<file path="src/rtl/imm_ext_stage.sv">
// Immediate extender with a 2-entry skid buffer between decode and execute.
// Define IMM_EXT_BR_TARGET_EN to make branch mode emit pc + 4 + offset instead of the offset.
module imm_ext_stage #(
    parameter int unsigned IMM_W    = 16,
    parameter int unsigned OUT_W    = 32,
    parameter int unsigned BR_SHAMT = 2,
    parameter int unsigned TAG_W    = 8
) (
    input  logic             clk,
    input  logic             resetn,
    input  logic             flush,
    input  logic             in_valid,
    output logic             in_ready,
    input  logic [2:0]       in_mode,
    input  logic [25:0]      in_imm,
    input  logic [OUT_W-1:0] in_pc,
    input  logic [TAG_W-1:0] in_tag,
    output logic             out_valid,
    input  logic             out_ready,
    output logic [OUT_W-1:0] out_data,
    output logic [TAG_W-1:0] out_tag,
    output logic             out_err
);

    localparam int unsigned ENT_W = OUT_W + TAG_W + 1;
    localparam logic [OUT_W-1:0] JMP_MASK = {OUT_W{1'b1}} >> (OUT_W - 28);

    localparam logic [2:0] MODE_SIGN   = 3'd0;
    localparam logic [2:0] MODE_ZERO   = 3'd1;
    localparam logic [2:0] MODE_BRANCH = 3'd2;
    localparam logic [2:0] MODE_LUI    = 3'd3;
    localparam logic [2:0] MODE_JUMP   = 3'd4;

    logic [OUT_W-1:0] imm_sext, imm_zext, br_off, jmp_val, ext_data;
    logic             ext_err;
    logic [ENT_W-1:0] in_ent;
    logic             in_xfer;

    logic             out_valid_q, out_valid_d;
    logic             skid_valid_q, skid_valid_d;
    logic [ENT_W-1:0] out_ent_q, out_ent_d;
    logic [ENT_W-1:0] skid_ent_q, skid_ent_d;

    always_comb begin
        imm_sext = {{(OUT_W - IMM_W){in_imm[IMM_W-1]}}, in_imm[IMM_W-1:0]};
        imm_zext = {{(OUT_W - IMM_W){1'b0}}, in_imm[IMM_W-1:0]};
        br_off   = imm_sext << BR_SHAMT;
        // PC region bits above the 28-bit jump window are kept from the instruction's PC.
        jmp_val  = (in_pc & ~JMP_MASK) | ({{(OUT_W - 26){1'b0}}, in_imm} << 2);
    end

    always_comb begin
        ext_data = '0;
        ext_err  = 1'b0;
        case (in_mode)
            MODE_SIGN:   ext_data = imm_sext;
            MODE_ZERO:   ext_data = imm_zext;
`ifdef IMM_EXT_BR_TARGET_EN
            MODE_BRANCH: ext_data = in_pc + {{(OUT_W - 3){1'b0}}, 3'd4} + br_off;
`else
            MODE_BRANCH: ext_data = br_off;
`endif
            MODE_LUI:    ext_data = imm_zext << IMM_W;
            MODE_JUMP:   ext_data = jmp_val;
            default:     ext_err  = 1'b1;
        endcase
    end

    assign in_ent   = {ext_err, in_tag, ext_data};
    assign in_ready = !skid_valid_q;
    assign in_xfer  = in_valid && !skid_valid_q;

    always_comb begin
        out_valid_d  = out_valid_q;
        skid_valid_d = skid_valid_q;
        out_ent_d    = out_ent_q;
        skid_ent_d   = skid_ent_q;
        if (flush) begin
            out_valid_d  = 1'b0;
            skid_valid_d = 1'b0;
        end else if (!out_valid_q || out_ready) begin
            // Output register frees up: skid drains first to keep FIFO order.
            if (skid_valid_q) begin
                out_ent_d    = skid_ent_q;
                out_valid_d  = 1'b1;
                skid_valid_d = 1'b0;
            end else begin
                out_valid_d = in_xfer;
                if (in_xfer) begin
                    out_ent_d = in_ent;
                end
            end
        end else if (in_xfer) begin
            skid_ent_d   = in_ent;
            skid_valid_d = 1'b1;
        end
    end

    always_ff @(posedge clk) begin
        if (!resetn) begin
            out_valid_q  <= 1'b0;
            skid_valid_q <= 1'b0;
            out_ent_q    <= '0;
            skid_ent_q   <= '0;
        end else begin
            out_valid_q  <= out_valid_d;
            skid_valid_q <= skid_valid_d;
            out_ent_q    <= out_ent_d;
            skid_ent_q   <= skid_ent_d;
        end
    end

    assign out_valid = out_valid_q;
    assign out_data  = out_ent_q[OUT_W-1:0];
    assign out_tag   = out_ent_q[OUT_W+TAG_W-1:OUT_W];
    assign out_err   = out_ent_q[ENT_W-1];

endmodule

</file>
<file path="config.mk">
export PLATFORM = sky130hd
export DESIGN_NAME = imm_ext_stage
export DESIGN_NICKNAME = d
export VERILOG_FILES = /design/src/rtl/imm_ext_stage.sv
export SDC_FILE = /design/constraint.sdc
export NUM_CORES = 1
export LEC_CHECK = 0
export CAP_MARGIN = 30
export CORE_MARGIN = 2
export CORE_UTILIZATION = 49
export CTS_BUF_LIST = sky130_fd_sc_hd__clkbuf_8
export DETAILED_ROUTE_END_ITERATION = 8
export GPL_TIMING_DRIVEN = 1
export PLACE_DENSITY_LB_ADDON = 0.12
export SLEW_MARGIN = 20
export SYNTH_ARGS = -nofsm -noshare
export SYNTH_HDL_FRONTEND = slang
export SYNTH_SLANG_ARGS = --single-unit
</file>
<file path="constraint.sdc">
create_clock -name clk -period 1.6 [get_ports clk]
set_input_delay 0.24 -clock clk [delete_from_list [all_inputs] [get_ports clk]]
set_output_delay 0.24 -clock clk [all_outputs]
set_load 0.03 [all_outputs]
</file>
==> results.md <==
Cells and area:
- The library cell used most frequently in the layout, excluding fill and tap cells, is dfxtp_1.
- In the layout the commonest cells are 82 x dfxtp_1, 50 x nand2_1, 46 x buf_4, 41 x clkdlybuf4s50_1, 38 x dlygate4sd2_1.
- The area added between synthesis and finish is 44.1%.
- The design area is 5900 um2.
- The antenna diode count is 0.
- At the end of the flow, the number of nets in the layout was 635.
- The count of non-filler cells in the finished layout is 671.
- Registers take 1690 um2.
- The combined area of the multi-input logic cells is 2310 um2.
- Fill cells in the final layout number 622.
- The fraction of layout cells with a size suffix above 1 is 21.7%.
- The final standard cell utilization of the core is 72.2%.

Placed design:
- Input and output buffers added on the ports amount to 88.
- Summing all placed instances gives a cell area of 5430 um2.
- Detailed placement finished with a half-perimeter wire length of 7730 um.
- The cell count after placement is 648.
- At the end of routability-driven placement, the weighted congestion stood at 0.877.

Synth:
- The flop and latch count out of synthesis is 84.
- Counting every instance in the synthesized netlist gives 444.
- The average cell area after synthesis is 9.23 um2.
- Summing the areas of all compound-gate instances in the mapped netlist gives 35.6% of the synthesized area.
- The adder-cell area share of the yosys netlist is 0%.
- Yosys mapped a number of flops with a built-in enable equal to 0.
- Yosys attributes the largest share of cell area to dfxtp_1 41%, o211a_1 8.8%, a221oi_2 6.6%.
- Summing the areas of all xor and xnor instances in the mapped netlist gives 0.214% of the synthesized area.
- The number of nets in the synthesized netlist is 518.
- The count of distinct cell types in the synthesized netlist is 41.
- In the synthesized netlist, mux cells make up 2.20% of the area.
- Of the synthesized area, sequential elements account for 41.0%.
- The most used flip-flop cell after synthesis is dfxtp_1.
- In this run the cell area of the synthesized design comes to 4100 um2.
- Summed over all instances, the cell type with the most area after synthesis is dfxtp_1.
- Summed over its instances, the top area cell type makes up 41.0% of the synthesized netlist area.
- Of the total synthesized cell area, the portion taken by AND, OR, NAND and NOR gates is 14.5%.
- The share of async-settable or async-resettable flops after synthesis is 0%.
- After synthesis, the largest family of logic cells by area is compound AO/OA/AOI/OAI gates.
- The Yosys step of the flow raised 0 warnings.

Clock tree:
- After clock tree synthesis, the clock-pin slew on the worst setup and hold paths is 90 ps.
- TritonCTS built the clock tree.
- The H-tree level count is 3.
- Counting along the longest clock path gives a buffer depth of 2.
- The insertion delay of the later-clocked pin in the worst-skew pair is 350 ps.
- The number of buffers created by CTS is 9.
- After clock tree synthesis, the flow added hold-fix buffers numbering 0.
- The cell sitting at the root of the clock tree is a clkbuf_8.
- The total number of clock tree sinks is 84.

Detailed routing:
- The number of iterations in the first detailed-routing pass is 5.
- The detailed-route DRC error count is 0.
- The overall via count from detail_route is 4066.
- The wire length after detailed routing is 12000 um.
- The wire length per cell after detailed routing is 17.9 um.
- Dividing the detail-routed via count by the number of cells gives 6.06.
- The initial DRC count is 222.
- In this run the remaining antenna-violating nets after routing total 0.

Worst setup path:
- The number of cells on the worst reg-to-reg path is 6.
- The data arrival time of the critical path is 1810 ps.
- The terminus of the critical flop-to-flop path is out_ent_q[0].
- The worst setup path is of the flop to flop kind.
- The launching point of the worst reg2reg path is skid_valid_q.
- The endpoint type of the worst setup path is a flop.
- Data on the critical path is required at its endpoint by 1850 ps.
- The top fanout value on the critical path is 27.
- The setup check on the worst reg-to-reg path leaves a slack of 40 ps.
- The startpoint type of the worst setup path is a flop.

Floorplan:
- The core region is 8180 um2.
- The number of placed I/O pins is 117.
- The vertical extent of the die is 95.4 um.
- The number of placement rows is 33.
- The die outline width is 95.4 um.
- The initial utilization of the core area, before any placement, comes to 50.1%.
- The die covers 9110 um2.

Global route:
- The initial antenna violation count was 0.
- Global routing used 25.8% of the available tracks across all layers.
- After global routing the overflow that remains totals 0.
- The first global-routing pass estimated 18600 um of wire.
- The via count of the first global-routing pass was 3798.
- The largest net degree at the start of global routing is 47.

Timing:
- Of the available clock period, the critical path in the final layout requires 97.6%.
- The relative slew slack is 64.4%.
- The maximum clock frequency is 640 MHz.
- The number of endpoints with negative hold slack in the final report came to 0.
- The minimum clock period is 1560 ps.
- Hold is met by 327 ps.
- The final count of pins violating max slew is 0.
- Setup violations remaining at the end of the flow were counted as 0.
- Across the routed clock network, the largest skew measured is 9.19 ps.
- The slew at the pin closest to its max-slew limit is 533 ps.

Worst hold path:
- The tightest min-delay check is of the primary input to flop type.
- The hold-critical path depth is 3.
- The worst hold path begins at resetn.
- The worst hold path terminates at skid_ent_q[4].

Power:
- The leakage power is 2.78 nW.
- Across the VDD grid, the largest voltage drop is 0.579 mV.
- After layout, the design draws a total of 4.88 mW.
- Power spread over the standard cell area amounts to 827 nW/um2.

Flow run:
- The number of maximum-capacitance violations is 0.

Run status:
- The flow ran to the end, and the final reports show no timing, DRC or antenna violations.
## timing repair
action,4_1_cts,5_1_grt
setup endpoints to repair,78,56
cloned,1,4
gates resized for setup,49,32
pin swaps,1,5
endpoints found under the hold margin,0,0
buffers inserted,0,2
## state kept, by name, summed over array words and instances (netlist names)
signal,flops
out_ent_q,41
skid_valid_q,1
skid_ent_q,41
out_valid,1
## cells in the mapped netlist (all sizes together) (12+ instances only)
| cell type | instances |
|---|---|
| nor2b | 16 |
| a221oi | 41 |
| nand3 | 17 |
| o211ai | 31 |
| nand2 | 50 |
| nor2 | 21 |
| clkbuf | 24 |
| o21ai | 46 |
| o211a | 36 |
| buf | 24 |
| a21boi | 12 |
| dfxtp | 84 |
## worst max-delay path by stage
stage | startpoint | to | slack (ps) | cells after the start
3_5_place_dp | in_mode[2] | out_ent_q[3] | -530 | 6
2_1_floorplan | out_valid | skid_ent_q[10] | 60 | 6
4_1_cts | out_ent_q[36] | out_tag[4] | 3 | 1
3_3_place_gp | in_mode[2] | out_ent_q[4] | -450 | 6
6_report | skid_valid_q | out_ent_q[0] | 40 | 6
5_1_grt | skid_valid_q | skid_ent_q[16] | -40 | 7
## cell type report
cell class / instances / share of cell area [%]
Multi-Input combinational cell: 309 / 39.1
Sequential cell: 84 / 28.6
Timing Repair Buffer: 153 / 25.8
Clock buffer: 11 / 2.56
Tap cell: 105 / 2.23
Clock inverter: 5 / 1.42
Inverter: 4 / 0.318
## stage by stage
stage          TNS (ps)  setup WS, ps
6_report              0          38.0
3_5_place_dp     -25600          -527
5_1_grt            -220         -39.5
2_1_floorplan         0          61.2
4_1_cts               0          2.87
3_3_place_gp     -22840          -449
## worst max-delay path: stages (launching register included)
cell     delay (ps)
dfxtp_4         370
buf_4           150
nor2_1          270
nor3_2          120
buf_12          180
buf_4           150
o211a_1         210
## per-layer routing
| metal | vias to the layer above | part of all wire (%) | GRT usage [%] |
|---|---|---|---|
| li1 | 1918 | - | - |
| met1 | 1964 | 43 | 33.8 |
| met2 | 160 | 48 | 42.8 |
| met3 | 24 | 6.9 | 4.66 |
| met4 | 0 | 2.0 | 9.17 |
| met5 | - | 0 | 0 |
## report_power, final
part | switching, mW | internal [mW] | total (mW) | leakage (nW)
registers | 0.0337 | 2.16 | 2.19 | 0.684
logic | 0.513 | 0.432 | 0.944 | 1.99
clock network | 0.779 | 0.967 | 1.75 | 0.112
total | 1.32 | 3.56 | 4.88 | 2.78
## kinds of logic (layout without fill, tap and decap cells)
family,Yosys count,after routing
compound gates,176,176
xor+xnor,1,1
buf+inv,52,173
flops,84,84
mux,9,9
simple gates,122,123
Note: power is estimated with default switching activity, not from simulation.
